**src/rtl/mem_access_unit.sv**
```systemverilog
// rtl/mem_access_unit.sv - load/store sequencer for the 32-byte big-endian data memory
// Optional alignment checking is enabled by defining MAU_ALIGN_CHECK_EN.
module mem_access_unit #(
    parameter int ADDR_W = 5
) (
    input  logic              clk,
    input  logic              rst,
    input  logic              req_valid,
    output logic              req_ready,
    input  logic              req_we,
    input  logic [1:0]        req_size,
    input  logic              req_unsigned,
    input  logic [ADDR_W-1:0] req_addr,
    input  logic [31:0]       req_wdata,
    output logic              resp_valid,
    input  logic              resp_ready,
    output logic [31:0]       resp_rdata,
    output logic              resp_err,
    output logic              busy,
    output logic [ADDR_W-1:0] mem_addr,
    output logic              mem_we,
    output logic              mem_stype,
    output logic [31:0]       mem_wdata,
    input  logic [31:0]       mem_rdata
);

    localparam logic [2:0] S_IDLE = 3'd0;
    localparam logic [2:0] S_LD   = 3'd1;
    localparam logic [2:0] S_RD   = 3'd2;
    localparam logic [2:0] S_WR   = 3'd3;
    localparam logic [2:0] S_RESP = 3'd4;

    logic [2:0]        state_q, state_d;
    logic              we_q, we_d;
    logic [1:0]        size_q, size_d;
    logic              uns_q, uns_d;
    logic [ADDR_W-1:0] addr_q, addr_d;
    logic [31:0]       wdata_q, wdata_d;
    logic [15:0]       cap_q, cap_d;
    logic [31:0]       rdata_q, rdata_d;
    logic              err_q, err_d;

    logic              misalign;
    logic              req_bad;
    logic [31:0]       ld_data;

    always_comb begin
`ifdef MAU_ALIGN_CHECK_EN
        misalign = ((req_size == 2'b01) && req_addr[0]) ||
                   ((req_size == 2'b10) && (req_addr[1:0] != 2'b00));
`else
        misalign = 1'b0;
`endif
        req_bad = (req_size == 2'b11) || misalign;
    end

    // Memory returns the addressed byte in the top lane, so narrow loads take the MSBs.
    always_comb begin
        case (size_q)
            2'b00:   ld_data = {{24{~uns_q & mem_rdata[31]}}, mem_rdata[31:24]};
            2'b01:   ld_data = {{16{~uns_q & mem_rdata[31]}}, mem_rdata[31:16]};
            default: ld_data = mem_rdata;
        endcase
    end

    always_comb begin
        state_d = state_q;
        we_d    = we_q;
        size_d  = size_q;
        uns_d   = uns_q;
        addr_d  = addr_q;
        wdata_d = wdata_q;
        cap_d   = cap_q;
        rdata_d = rdata_q;
        err_d   = err_q;
        case (state_q)
            S_IDLE: begin
                if (req_valid) begin
                    we_d    = req_we;
                    size_d  = req_size;
                    uns_d   = req_unsigned;
                    addr_d  = req_addr;
                    wdata_d = req_wdata;
                    if (req_bad) begin
                        state_d = S_RESP;
                        rdata_d = 32'h0;
                        err_d   = 1'b1;
                    end else if (!req_we) begin
                        state_d = S_LD;
                    end else if (req_size == 2'b01) begin
                        state_d = S_RD;
                    end else begin
                        state_d = S_WR;
                    end
                end
            end
            S_LD: begin
                state_d = S_RESP;
                rdata_d = ld_data;
                err_d   = 1'b0;
            end
            S_RD: begin
                // Bytes addr+2..addr+3 are preserved by the 4-byte write that follows.
                cap_d   = mem_rdata[15:0];
                state_d = S_WR;
            end
            S_WR: begin
                state_d = S_RESP;
                rdata_d = 32'h0;
                err_d   = 1'b0;
            end
            S_RESP: begin
                if (resp_ready) state_d = S_IDLE;
            end
            default: state_d = S_IDLE;
        endcase
    end

    always_ff @(posedge clk or negedge rst) begin
        if (!rst) begin
            state_q <= S_IDLE;
            we_q    <= 1'b0;
            size_q  <= 2'b00;
            uns_q   <= 1'b0;
            addr_q  <= '0;
            wdata_q <= 32'h0;
            cap_q   <= 16'h0;
            rdata_q <= 32'h0;
            err_q   <= 1'b0;
        end else begin
            state_q <= state_d;
            we_q    <= we_d;
            size_q  <= size_d;
            uns_q   <= uns_d;
            addr_q  <= addr_d;
            wdata_q <= wdata_d;
            cap_q   <= cap_d;
            rdata_q <= rdata_d;
            err_q   <= err_d;
        end
    end

    // Memory-side outputs decode straight from state so reset kills mem_we without a clock.
    always_comb begin
        req_ready  = (state_q == S_IDLE);
        busy       = (state_q != S_IDLE);
        resp_valid = (state_q == S_RESP);
        resp_rdata = rdata_q;
        resp_err   = err_q;
        mem_we     = (state_q == S_WR);
        mem_stype  = (state_q == S_WR) && (size_q == 2'b00);
        mem_addr   = '0;
        mem_wdata  = 32'h0;
        if ((state_q == S_LD) || (state_q == S_RD) || (state_q == S_WR)) mem_addr = addr_q;
        if (state_q == S_WR) begin
            case (size_q)
                2'b00:   mem_wdata = {24'h0, wdata_q[7:0]};
                2'b01:   mem_wdata = {wdata_q[15:0], cap_q};
                default: mem_wdata = wdata_q;
            endcase
        end
    end

    logic unused_we;
    assign unused_we = we_q;

endmodule

```
**config.mk**
```make
export PLATFORM = sky130hd
export DESIGN_NAME = mem_access_unit
export DESIGN_NICKNAME = d
export VERILOG_FILES = /design/src/rtl/mem_access_unit.sv
export SDC_FILE = /design/constraint.sdc
export NUM_CORES = 1
export LEC_CHECK = 0
export BUFFER_PORTS_ARGS = -buffer_cell sky130_fd_sc_hd__buf_2
export CAP_MARGIN = 15
export CORE_MARGIN = 4
export CORE_UTILIZATION = 47
export CTS_BUF_LIST = sky130_fd_sc_hd__clkbuf_8
export DETAILED_ROUTE_END_ITERATION = 10
export GPL_TIMING_DRIVEN = 1
export PLACE_DENSITY = 0.79
export REMOVE_ABC_BUFFERS = 1
export SYNTH_ARGS = -nofsm -noshare
export SYNTH_HDL_FRONTEND = slang
export SYNTH_SLANG_ARGS = --single-unit
```
**constraint.sdc**
```tcl
create_clock -name clk -period 1.5 [get_ports clk]
set_clock_uncertainty 0.1 [all_clocks]
set_input_delay 0.225 -clock clk [delete_from_list [all_inputs] [get_ports clk]]
set_output_delay 0.225 -clock clk [all_outputs]
set_load 0.01 [all_outputs]
```
# Word level (Yosys, flattened, before mapping)
# Index checks and enable logic that the tools add are counted.
[op_classes]
eq_ne = 10
n_mux = 16
bitwise = 2
n_reduce_logical = 13
[ops]
columns = ["operator", "count"]
rows = [
  ["$pmux 32 s2", 2],
  ["$mux 32", 3],
  ["$pmux 32 s3", 1],
  ["$pmux 3 s4", 1],
  ["$mux 3", 3],
  ["$eq 3x2->1 const B", 2],
  ["$reduce_and 3->1", 2],
  ["$reduce_bool 3->1", 2],
  ["$mux 5", 1],
  ["$eq 2x1->1 const B", 2],
  ["$ne 2x1->1 const B", 2],
  ["$reduce_and 2->1", 2],
  ["$eq 3x1->1 const B", 1],
  ["$eq 3x3->1 const B", 1],
  ["$logic_not 3->1", 1],
  ["$mux 1", 3],
  ["$eq 2x2->1 const B", 1],
  ["$logic_not 2->1", 1],
  ["$logic_or 1x1->1", 2],
  ["$mux 2", 1],
  ["$ne 2x2->1 const B", 1],
  ["$pmux 1 s2", 1],
  ["$reduce_bool 2->1", 1],
  ["$reduce_or 2->1", 1],
  ["other kinds (3)", 3],
]
[word_totals]
ff_bits = 92
input_bits = 77
out_inout_bits = 75
elab_cells = 49

# Depth between registers and ports, before layout
# Gate-level depths: netlist of run 1.
[depth]
depth_word = 6
depth_mapped = 5
mapped_depth_nobuf = 3

# Worst setup path before layout of run 1
# No wires, ideal clock.
[synth_path]
kind = "reg2reg"
startpoint = "register state_q[2]"
endpoint = "register wdata_q[0]"
setup_ns = 0.125
arrival_ns = 1.366
required_time_ns = 1.275
setup_slack_ns = -0.091
path_stages_with_launch = 6
n_path_buf = 2
synth_period_minus_slack_ns = 1.591
cell_sequence = "dfrtp_1 buf_2 nand2b_4 nor3_4 buf_6 mux2_2"
[synth_via]
elab_chain_cells = 2
[synth_rtl]
columns = ["item", "line", "rtl"]
rows = [
  ["start: declaration", "33", "logic [2:0] state_q, state_d;"],
  ["start signal: assignment", "131", "state_q <= state_d;"],
  ["$logic_not 3->1", "-", ""],
  ["$reduce_and 2->1 (no source line)", "-", ""],
  ["end signal: assignment", "136", "wdata_q <= wdata_d;"],
  ["end: declaration", "38", "logic [31:0] wdata_q, wdata_d;"],
]
# Every way passes these cells.
# A chain may end at the register's enable or synchronous reset.

# Final worst setup path of run 1
[layout_path]
startpoint = "register size_q[1]"
endpoint = "output mem_wdata[22]"
[layout_via]
elab_chain_cells = 3
elab_cells_between_ends = 4
cone_classes = "eq/ne (1); mux (2); reduce/logical (1)"
[layout_rtl]
columns = ["item", "line", "rtl"]
rows = [
  ["start: declaration", "35", "logic [1:0] size_q, size_d;"],
  ["start signal: assignment", "133", "size_q <= size_d;"],
  ["$eq 2x1->1 / $logic_not 2->1 (equally long branches)", "156", "case (size_q)"],
  ["$pmux 32 s2 *", "156", ""],
  ["$mux 32 *", "155", "if (state_q == S_WR) begin"],
  ["end: declaration", "23", "output logic [31:0] mem_wdata,"],
]
# Mark *: on every way between the ends. The rest lies on a longest branch, timed or not.

==> impl_metrics.py, run 1 <==
metrics = {
    "outcome": {
        "status": "finished with violations",
        "failed_checks": "setup timing",
    },
    "power_and_ir_drop": {
        "vdd_ir_drop_max_v": 0.001414,
        "powerDensity_mw_per_mm2": 2140,
        "p_leak_nw": 3.401,
        "p_total_mw": 15.11,
    },
    "sta": {
        "final.min_clock_period_ns": 1.953,
        "hold_viol_final": 0,
        "finalSetupTns_ns": -29.05,
        "drv_slew": 0,
        "fin_crit_sh_pct": 130.2,
        "rsz0062_at_grt": "true",
        "relSlewSlack_pct": 77.22,
        "tightest_slew_ns": 0.3417,
        "finalWorstSetupSlack_ns": -0.4527,
        "finalSetupViolations": 131,
        "max_freq_mhz": 512.1,
    },
    "synthesis": {
        "synthTopCellsByArea": "dfrtp_1 (51%), mux2_2 (13%), a22oi_1 (4.0%)",
        "synth_top_family_by_area": "multiplexers",
        "yosysWarnings": 0,
        "synth_mux_area_share_pct": 15.87,
        "synthCells": 385,
        "synth_fa_ha_area_share_pct": 0,
        "synth_compound_area_share_pct": 15.76,
        "ys.flop_type": "dfrtp_1",
        "async_flop_share_pct": 100.0,
        "synth-simple-area-share_pct": 12.33,
        "synth_xor_area_share_pct": 0,
        "syn_area_per_cell_um2": 11.63,
        "ys_types": 34,
        "seq_area_frac_synth_pct": 51.43,
        "synth_seq_cells": 92,
        "synth_top_area_share_pct": 51.43,
        "synth_edf_count": 0,
        "synth_top_cell_by_area": "dfrtp_1",
        "synthesis.area_mm2": 0.004477,
    },
    "critical_path": {
        "cp-start-kind": "flip-flop",
        "crit_family": "buffers and inverters",
        "crit_slowest_cell": "dfrtp_2",
        "worstPathRequired_ns": 1.17,
        "worstPathCellList": "nor2b_4 -> buf_6 -> buf_16 -> a22oi_1 -> nor2_1 -> buf_2",
        "cp.buffers_inverters": 3,
        "cp_max_fo": 8,
        "cp_slowest_stage_delay_ns": 0.44,
        "arrival_ns": 1.63,
        "r2r_cells": 7,
        "crit_type": "reg -> out",
        "critPathLaunch": "size_q[1]$_DFFE_PN0P_",
        "reg2reg_from": "state_q[2]$_DFFE_PN0P_",
        "r2r-end": "wdata_q[8]$_DFFE_PN0P_",
        "regToRegSetupSlack_ns": -0.31,
        "worst_setup_path_end_kind": "output port",
    },
    "floorplan": {
        "core_mm2": 0.009240,
        "dieWidth_um": 105.6,
        "ios": 152,
        "die_h_um": 105.6,
        "dieArea_mm2": 0.01115,
        "placementRows": 35,
        "initial_core_util_pct": 48.45,
    },
    "place": {
        "globalplace.congestion": 0.8392,
        "pre_cts_slack_ns": -0.09320,
        "portBuffers": 151,
        "hpwlAfterDp_um": 8584,
        "place_inst": 659,
    },
    "finish": {
        "fillers": 586,
        "layout_common_cells": "buf_2 (145), dfrtp_1 (89), mux2_4 (55)",
        "instances_no_fill": 736,
        "drive_above_1_share_pct": 54.95,
        "synthToLayoutAreaGrowth_pct": 57.69,
        "layout_commonest_cell": "buf_2",
        "nets": 678,
    },
    "min_path": {
        "hp-class": "in -> reg",
        "hold_depth": 2,
        "min_to": "wdata_q[9]$_DFFE_PN0P_",
        "min_from": "req_wdata[9]",
    },
    "route": {
        "vias": 4181,
        "drcViolationCount": 0,
        "drt.antenna.violating_nets": 0,
        "avgRoutedWirePerCell_um": 21.36,
        "via_per_inst": 5.681,
        "first_pass_iters": 5,
        "drtIter0Drc": 241,
        "wirelength_um": 15720,
    },
    "global_routing": {
        "grt_first_pass_wirelength_um": 24160,
        "antenna_found_initial": 1,
        "grt.overflow.total": 0,
        "grt_max_degree": 45,
        "grt_pass1_vias": 4382,
        "grt_use_total_pct": 27.72,
    },
    "run": {
        "cap_violations": 0,
    },
    "cts": {
        "cts.sink_count": 92,
        "clk_latency_ns": 0.35,
        "numCtsBuffers": 9,
        "cts_tree": "built",
        "root_buffer": "clkbuf_8",
        "clk_path_buf_depth": 2,
        "clk_pin_slew_ns": 0.09,
        "cts_max_level": 3,
    },
}
-- report_power, final --
| part | internal [mW] | total [mW] | switching (mW) | leakage [nW] |
|---|---|---|---|---|
| Combinational | 5.02 | 8.83 | 3.82 | 2.18 |
| Sequential | 3.66 | 4.59 | 0.931 | 1.12 |
| Clock | 0.766 | 1.68 | 0.917 | 0.0980 |
| Total | 9.44 | 15.1 | 5.66 | 3.40 |
-- synthesized netlist by cell type (2+ instances only) --
cell	n
inv_1	3
buf_4	2
nor3b_4	2
mux2_1	3
nand2b_1	10
o2bb2ai_1	5
and2_1	5
buf_2	12
buf_6	7
a21oi_1	16
mux2_2	53
nor3_1	5
nor2b_1	18
o21ai_0	11
o2bb2ai_2	10
dfrtp_1	92
mux2i_1	8
a22oi_1	24
nor2_1	26
a32o_1	8
nand2_1	35
a22o_1	9
clkbuf_1	10
-- through the flow --
step | area (µm²) | util [%] | hold WS, ns
2_1_floorplan | 4282 | - | -0.1706
3_3_place_gp | 5529 | 59.84 | 0.03007
3_5_place_dp | 5529 | 59.84 | 0.03737
4_1_cts | 6880 | 74.46 | 0.002351
5_1_grt | 7059 | 76.40 | 0.005484
6_report | 7059 | 76.40 | 0.008181
-- how the worst max path moves through the flow --
stage                                    to  depth (start not counted)
floorplan                     mem_wdata[10]                          3
global placement    wdata_q[19]$_DFFE_PN0P_                          4
detailed placement  wdata_q[13]$_DFFE_PN0P_                          4
CTS                           mem_wdata[14]                          6
global route                  mem_wdata[17]                          6
finish                        mem_wdata[22]                          6
-- state kept, by name, indices dropped and copies added (netlist names) --
register and cells:
addr_q 5, cap_q 16, resp_err 1, resp_rdata 32, size_q 2, state_q 3
uns_q 1, wdata_q 32
-- metal layers --
metal	part of all wire, %	wire, µm	GRT usage (%)	up-vias
met1	42	6583	37.41	2130
met3	7.0	1104	6.124	25
met5	0	0	0	-
li1	-	-	-	1818
met4	2.0	309	7.863	0
met2	49	7725	45.17	208
-- area by class of cell --
class | instances | area, µm² | area share [%]
multi-input cells | 258 | 2460 | 34.85
flip-flops and latches | 92 | 2306 | 32.67
repair buffers | 237 | 1919 | 27.19
well taps | 129 | 161.4 | 2.286
clock buffers | 9 | 123.9 | 1.755
clock inverters | 7 | 70.07 | 0.9926
inverters | 3 | 16.27 | 0.2304
diodes | 1 | 2.502 | 0.03545
-- cells by family after synthesis --
kind of cell,after synthesis
compound gates,88
buf+inv,35
flops,92
mux,64
simple gates,106
-- what timing repair did --
item / in CTS / in global routing
hold endpoints to repair: 82 / 1
gates cloned: 13 / 0
pin swaps: 22 / 19
setup buffers: 20 / 5
setup endpoints to repair: 130 / 130
hold buffers: 26 / 1
gates resized for setup: 119 / 32
No activity file was read; power rests on OpenSTA's default activity.
==> run 2: changes to the inputs <==
- BUFFER_PORTS_ARGS: -buffer_cell sky130_fd_sc_hd__buf_2 -> -buffer_cell sky130_fd_sc_hd__buf_4
- CORE_UTILIZATION: 47 -> 40
- PLACE_DENSITY: 0.79 -> 0.69
==> run 2 against run 1 <==
Net effect:
- the run still ends with setup timing left
- global-route usage is 5.0 points lower
- count of clock-buffer cells in the layout is 3 higher
- highest routed layer unchanged
- largest power group unchanged
- design area is 7.7% higher
==> impl_metrics.py, run 2 (synthesized netlist as in run 1, its figures left out) <==
metrics = {
    "sta": {
        "fin_crit_sh_pct": 126.1,
        "finalWorstSetupSlack_ns": -0.3917,
        "rsz0062_at_grt": "true",
        "relSlewSlack_pct": 78.66,
        "drv_slew": 0,
        "tightest_slew_ns": 0.3190,
        "finalSetupViolations": 130,
        "finalSetupTns_ns": -31.08,
        "hold_viol_final": 0,
        "final.min_clock_period_ns": 1.892,
        "max_freq_mhz": 528.6,
    },
    "floorplan": {
        "die_h_um": 113.8,
        "dieWidth_um": 113.8,
        "initial_core_util_pct": 41.12,
        "core_mm2": 0.01089,
        "dieArea_mm2": 0.01295,
        "ios": 152,
        "placementRows": 38,
    },
    "finish": {
        "nets": 698,
        "layout_common_cells": "buf_4 (162), dfrtp_1 (91), mux2_4 (52)",
        "layout_commonest_cell": "buf_4",
        "fillers": 760,
        "drive_above_1_share_pct": 56.39,
        "synthToLayoutAreaGrowth_pct": 69.84,
        "n_antenna_cell": 0,
    },
    "power_and_ir_drop": {
        "powerDensity_mw_per_mm2": 2054,
        "p_total_mw": 15.62,
        "p_leak_nw": 3.561,
        "vdd_ir_drop_max_v": 0.001410,
    },
    "cts": {
        "numCtsBuffers": 9,
        "clk_pin_slew_ns": 0.09,
        "root_buffer": "clkbuf_8",
        "cts_tree": "built",
        "cts.sink_count": 92,
        "clk_latency_ns": 0.35,
        "cts_max_level": 3,
        "clk_path_buf_depth": 2,
    },
    "global_routing": {
        "grt.overflow.total": 0,
        "grt_max_degree": 28,
        "grt_pass1_vias": 4210,
        "grt_use_total_pct": 22.71,
        "grt_first_pass_wirelength_um": 23170,
        "antenna_found_initial": 0,
    },
    "critical_path": {
        "worstPathRequired_ns": 1.17,
        "r2r_cells": 7,
        "worst_setup_path_end_kind": "output port",
        "cp-start-kind": "flip-flop",
        "reg2reg_from": "state_q[2]$_DFFE_PN0P_",
        "critPathLaunch": "size_q[1]$_DFFE_PN0P_",
        "endpoint": "mem_wdata[2]",
        "arrival_ns": 1.57,
        "crit_type": "reg -> out",
        "cp_max_fo": 9,
        "regToRegSetupSlack_ns": -0.26,
        "r2r-end": "addr_q[4]$_DFFE_PN0P_",
    },
    "min_path": {
        "hp-class": "in -> reg",
    },
    "outcome": {
        "failed_checks": "setup timing",
        "status": "finished with violations",
    },
    "route": {
        "wirelength_um": 15420,
        "met1_length_um": 6764,
        "drtIter0Drc": 298,
        "dr_wl_met2_um": 7293,
        "via_per_inst": 5.334,
        "drt.antenna.violating_nets": 0,
        "vias": 4086,
        "avgRoutedWirePerCell_um": 20.13,
        "drcViolationCount": 0,
        "top_layer": "met4",
        "wl_met3_um": 1110,
        "first_pass_iters": 4,
    },
    "run": {
        "cap_violations": 0,
    },
    "place": {
        "hpwlAfterDp_um": 9312,
        "globalplace.congestion": 0.8781,
        "portBuffers": 151,
        "pre_cts_slack_ns": -0.1157,
    },
}
run 2: worst min path at each step:
stage                       from                    endpoint  slack [ns]  cells past startpoint
detailed placement           rst  resp_rdata[23]$_DFFE_PN0P_       0.003                      1
global placement             rst  resp_rdata[23]$_DFFE_PN0P_     0.00006                      1
finish              mem_rdata[9]        cap_q[9]$_DFFE_PN0P_        0.01                      2
global route        mem_rdata[9]        cap_q[9]$_DFFE_PN0P_      -0.002                      2
CTS                 req_wdata[7]      wdata_q[7]$_DFFE_PN0P_     0.00004                      2
floorplan                    rst       addr_q[0]$_DFFE_PN0P_       -0.17                      0
run 2: critical path, stage by stage (launching register included):
cell and delay (ns):
dfrtp_2 0.44, nor2b_4 0.17, buf_6 0.12, buf_12 0.12, nand2_1 0.07, a21oi_2 0.15, buf_4 0.14
run 2: layout make-up:
type	count	area, µm²	share of cell area [%]
sequential	92	2303	30.29
tap	140	175.2	2.304
inverter	3	13.76	0.1810
clock inverter	4	55.05	0.7240
multi-input combinational	258	2381	31.31
clock buffer	12	165.2	2.172
timing repair buffer	257	2510	33.01
run 2: layer usage:
| layer | GRT usage, % | vias up |
|---|---|---|
| li1 | - | 1853 |
| met1 | 31.83 | 2045 |
| met2 | 35.61 | 165 |
| met3 | 5.570 | 23 |
| met4 | 5.780 | 0 |
| met5 | 0 | - |
run 2: repair_timing:
item	in CTS	in global routing
endpoints found under the hold margin	117	9
hold buffers	26	9
pin swaps	21	23
setup endpoints to repair	115	131
setup buffers	12	17
cloned	11	4
resized for setup	110	56
run 2: power breakdown:
part | switching (mW) | internal, mW | total (mW)
Sequential | 0.868 | 3.65 | 4.52
Combinational | 3.82 | 5.45 | 9.27
Clock | 0.907 | 0.918 | 1.82
run 2: stage by stage:
stage | hold WS [ns] | instances | instance area, µm² | util [%]
2_1_floorplan | -0.1706 | 353 | 4282 | -
3_3_place_gp | 0.00005546 | 679 | 5973 | 54.86
3_5_place_dp | 0.003410 | 679 | 5973 | 54.86
4_1_cts | 0.00003950 | 743 | 7196 | 66.09
5_1_grt | -0.001814 | 766 | 7604 | 69.83
6_report | 0.01337 | 766 | 7604 | 69.83
==> run 3: changes to the inputs <==
- CORE_UTILIZATION: 40 -> 26
- PLACE_DENSITY: 0.69 -> 0.5
==> run 3 against run 2 <==
Net effect:
- the run still ends with setup timing left
- combinational power rose by 3.2%
- clock power fell by 9%
- total power rose by 1.4%
- register-to-register slack got worse by 0.09 ns
- sequential power rose by 2%
- sequential share of layout area fell by 1.8 points
- critical endpoint is now mem_wdata[20]
- largest cell class unchanged
- largest power group unchanged
==> impl_metrics.py, run 3 (synthesized netlist as in run 1, its figures left out) <==
metrics = {
    "floorplan": {
        "ios": 152,
        "dieArea_mm2": 0.01938,
        "core_mm2": 0.01670,
        "placementRows": 47,
        "die_h_um": 139.2,
        "initial_core_util_pct": 26.81,
        "dieWidth_um": 139.2,
    },
    "min_path": {
        "hold_depth": 2,
        "hp-class": "in -> reg",
    },
    "critical_path": {
        "cp_max_fo": 8,
        "crit_type": "reg -> out",
        "r2r_cells": 8,
        "cp-start-kind": "flip-flop",
        "cp_slowest_stage_delay_ns": 0.44,
        "worstPathCellList": "nor2b_4 -> buf_6 -> buf_16 -> a22oi_2 -> nor2_1 -> buf_4",
        "arrival_ns": 1.61,
        "crit_slowest_cell": "dfrtp_2",
        "worst_setup_path_end_kind": "output port",
        "worstPathRequired_ns": 1.17,
    },
    "cts": {
        "root_buffer": "clkbuf_8",
        "numCtsBuffers": 9,
        "cts.sink_count": 92,
        "clk_path_buf_depth": 2,
        "cts_max_level": 3,
        "cts_tree": "built",
        "clk_latency_ns": 0.37,
        "clk_pin_slew_ns": 0.10,
    },
    "sta": {
        "drv_slew": 0,
        "rsz0062_at_grt": "true",
        "relSlewSlack_pct": 80.19,
        "max_freq_mhz": 516.0,
        "whs_ns": 0.02320,
        "finalSetupViolations": 131,
        "finalWorstSetupSlack_ns": -0.4380,
        "fin_crit_sh_pct": 129.2,
        "final.min_clock_period_ns": 1.938,
        "tightest_slew_ns": 0.2972,
        "hold_viol_final": 0,
    },
    "place": {
        "place_inst": 761,
        "pre_cts_slack_ns": -0.1030,
        "hpwlAfterDp_um": 10290,
        "globalplace.congestion": 0.8250,
        "portBuffers": 151,
    },
    "power_and_ir_drop": {
        "seqPwrFrac_pct": 29.1,
        "vdd_ir_drop_max_v": 0.001039,
        "switching_power_mw": 5.797,
        "p_comb_share_pct": 60.5,
        "switching_share_pct": 36.61,
        "powerDensity_mw_per_mm2": 1958,
        "p_leak_nw": 3.708,
        "clkPwrFrac_pct": 10.4,
        "internal-power_mw": 10.04,
    },
    "route": {
        "avgRoutedWirePerCell_um": 18.92,
        "drtIter0Drc": 142,
        "first_pass_iters": 4,
        "drcViolationCount": 0,
        "wirelength_um": 16540,
        "vias": 4149,
        "via_per_inst": 4.747,
        "drt.antenna.violating_nets": 0,
    },
    "finish": {
        "layout_commonest_cell": "buf_4",
        "nets": 726,
        "layout_common_cells": "buf_4 (159), dfrtp_1 (90), dlygate4sd3_1 (63)",
        "fillers": 1547,
        "utilization_pct": 48.41,
        "n_antenna_cell": 0,
        "drive_above_1_share_pct": 57.03,
        "synthToLayoutAreaGrowth_pct": 80.60,
        "instances_no_fill": 874,
    },
    "global_routing": {
        "grt_use_total_pct": 16.94,
        "grt_pass1_vias": 4595,
        "grt.overflow.total": 0,
        "grt_max_degree": 36,
        "grt_first_pass_wirelength_um": 25900,
        "antenna_found_initial": 0,
    },
    "outcome": {
        "status": "finished with violations",
        "failed_checks": "setup timing",
    },
    "run": {
        "cap_violations": 0,
    },
}
-- run 3: cell count changes in the layout (fill, tap and decap cells not counted), sizes merged --
cell	previous run	this run
clkinvlp	1	0
dlygate4sd3	35	63
inv	4	8
clkbuf	16	11
buf	218	220
-- run 3: path summary, 6_finish.rpt --
check,start,end,slack (ns)
min in group asynchronous,rst,resp_rdata[31]$_DFFE_PN0P_,0.14
min reg2reg,resp_rdata[21]$_DFFE_PN0P_,resp_rdata[21]$_DFFE_PN0P_,0.40
min,mem_rdata[6],cap_q[6]$_DFFE_PN0P_,0.02
max in group asynchronous,rst,size_q[1]$_DFFE_PN0P_,0.61
max reg2reg,state_q[2]$_DFFE_PN0P_,wdata_q[27]$_DFFE_PN0P_,-0.35
max,size_q[1]$_DFFE_PN0P_,mem_wdata[20],-0.44
-- run 3: what timing repair did --
item	CTS	global route
hold buffers	63	0
pin swaps	44	24
resized for setup	172	38
endpoints found under the setup margin	125	130
gates cloned	12	2
hold endpoints to repair	154	0
buffers inserted	28	8
-- run 3: stage by stage --
stage	cell area, µm²	total power, mW	TNS (ns)
CTS	8048	15.97	-37.90
global route	8085	16.80	-47.46
floorplan	4282	7.855	-113.29
finish	8085	15.83	-39.63
global placement	6096	10.73	-2.811
detailed placement	6096	10.83	-4.541
-- run 3: layer usage --
metal  track usage [%]  vias up  part of all wire, %  routed length [µm]
li1                  -     1914                    -                   -
met1             23.88     2073                   47                7739
met2             26.08      145                   46                7585
met3             4.220       17                  5.9                 980
met4             4.480        0                  1.4                 232
met5                 0        -                    0                   0
-- run 3: area by class of cell --
| cell class | count | area, µm² | area share [%] |
|---|---|---|---|
| timing repair buffer | 285 | 2773 | 34.29 |
| multi-input combinational | 258 | 2541 | 31.43 |
| sequential | 92 | 2305 | 28.51 |
| tap | 220 | 275.3 | 3.405 |
| clock buffer | 9 | 123.9 | 1.532 |
| clock inverter | 7 | 53.80 | 0.6654 |
| inverter | 3 | 13.76 | 0.1702 |
-- run 3: worst max-delay path, delay by kind of cell (launching register included) --
| kind | cells | cell delay [ns] |
|---|---|---|
| buffers and inverters | 3 | 0.45 |
| flip-flops | 1 | 0.44 |
| AO/OA/AOI/OAI | 1 | 0.05 |
| AND/OR/NAND/NOR | 2 | 0.30 |
-- run 3: power by group through the flow --
stage               combinational, mW  clock, mW  sequential [mW]
finish                           9.57       1.65             4.61
global route                     10.2       1.79             4.76
CTS                              9.69       1.70             4.58
detailed placement               6.37          0             4.47
global placement                 6.28          0             4.45
floorplan                        3.16          0             4.69
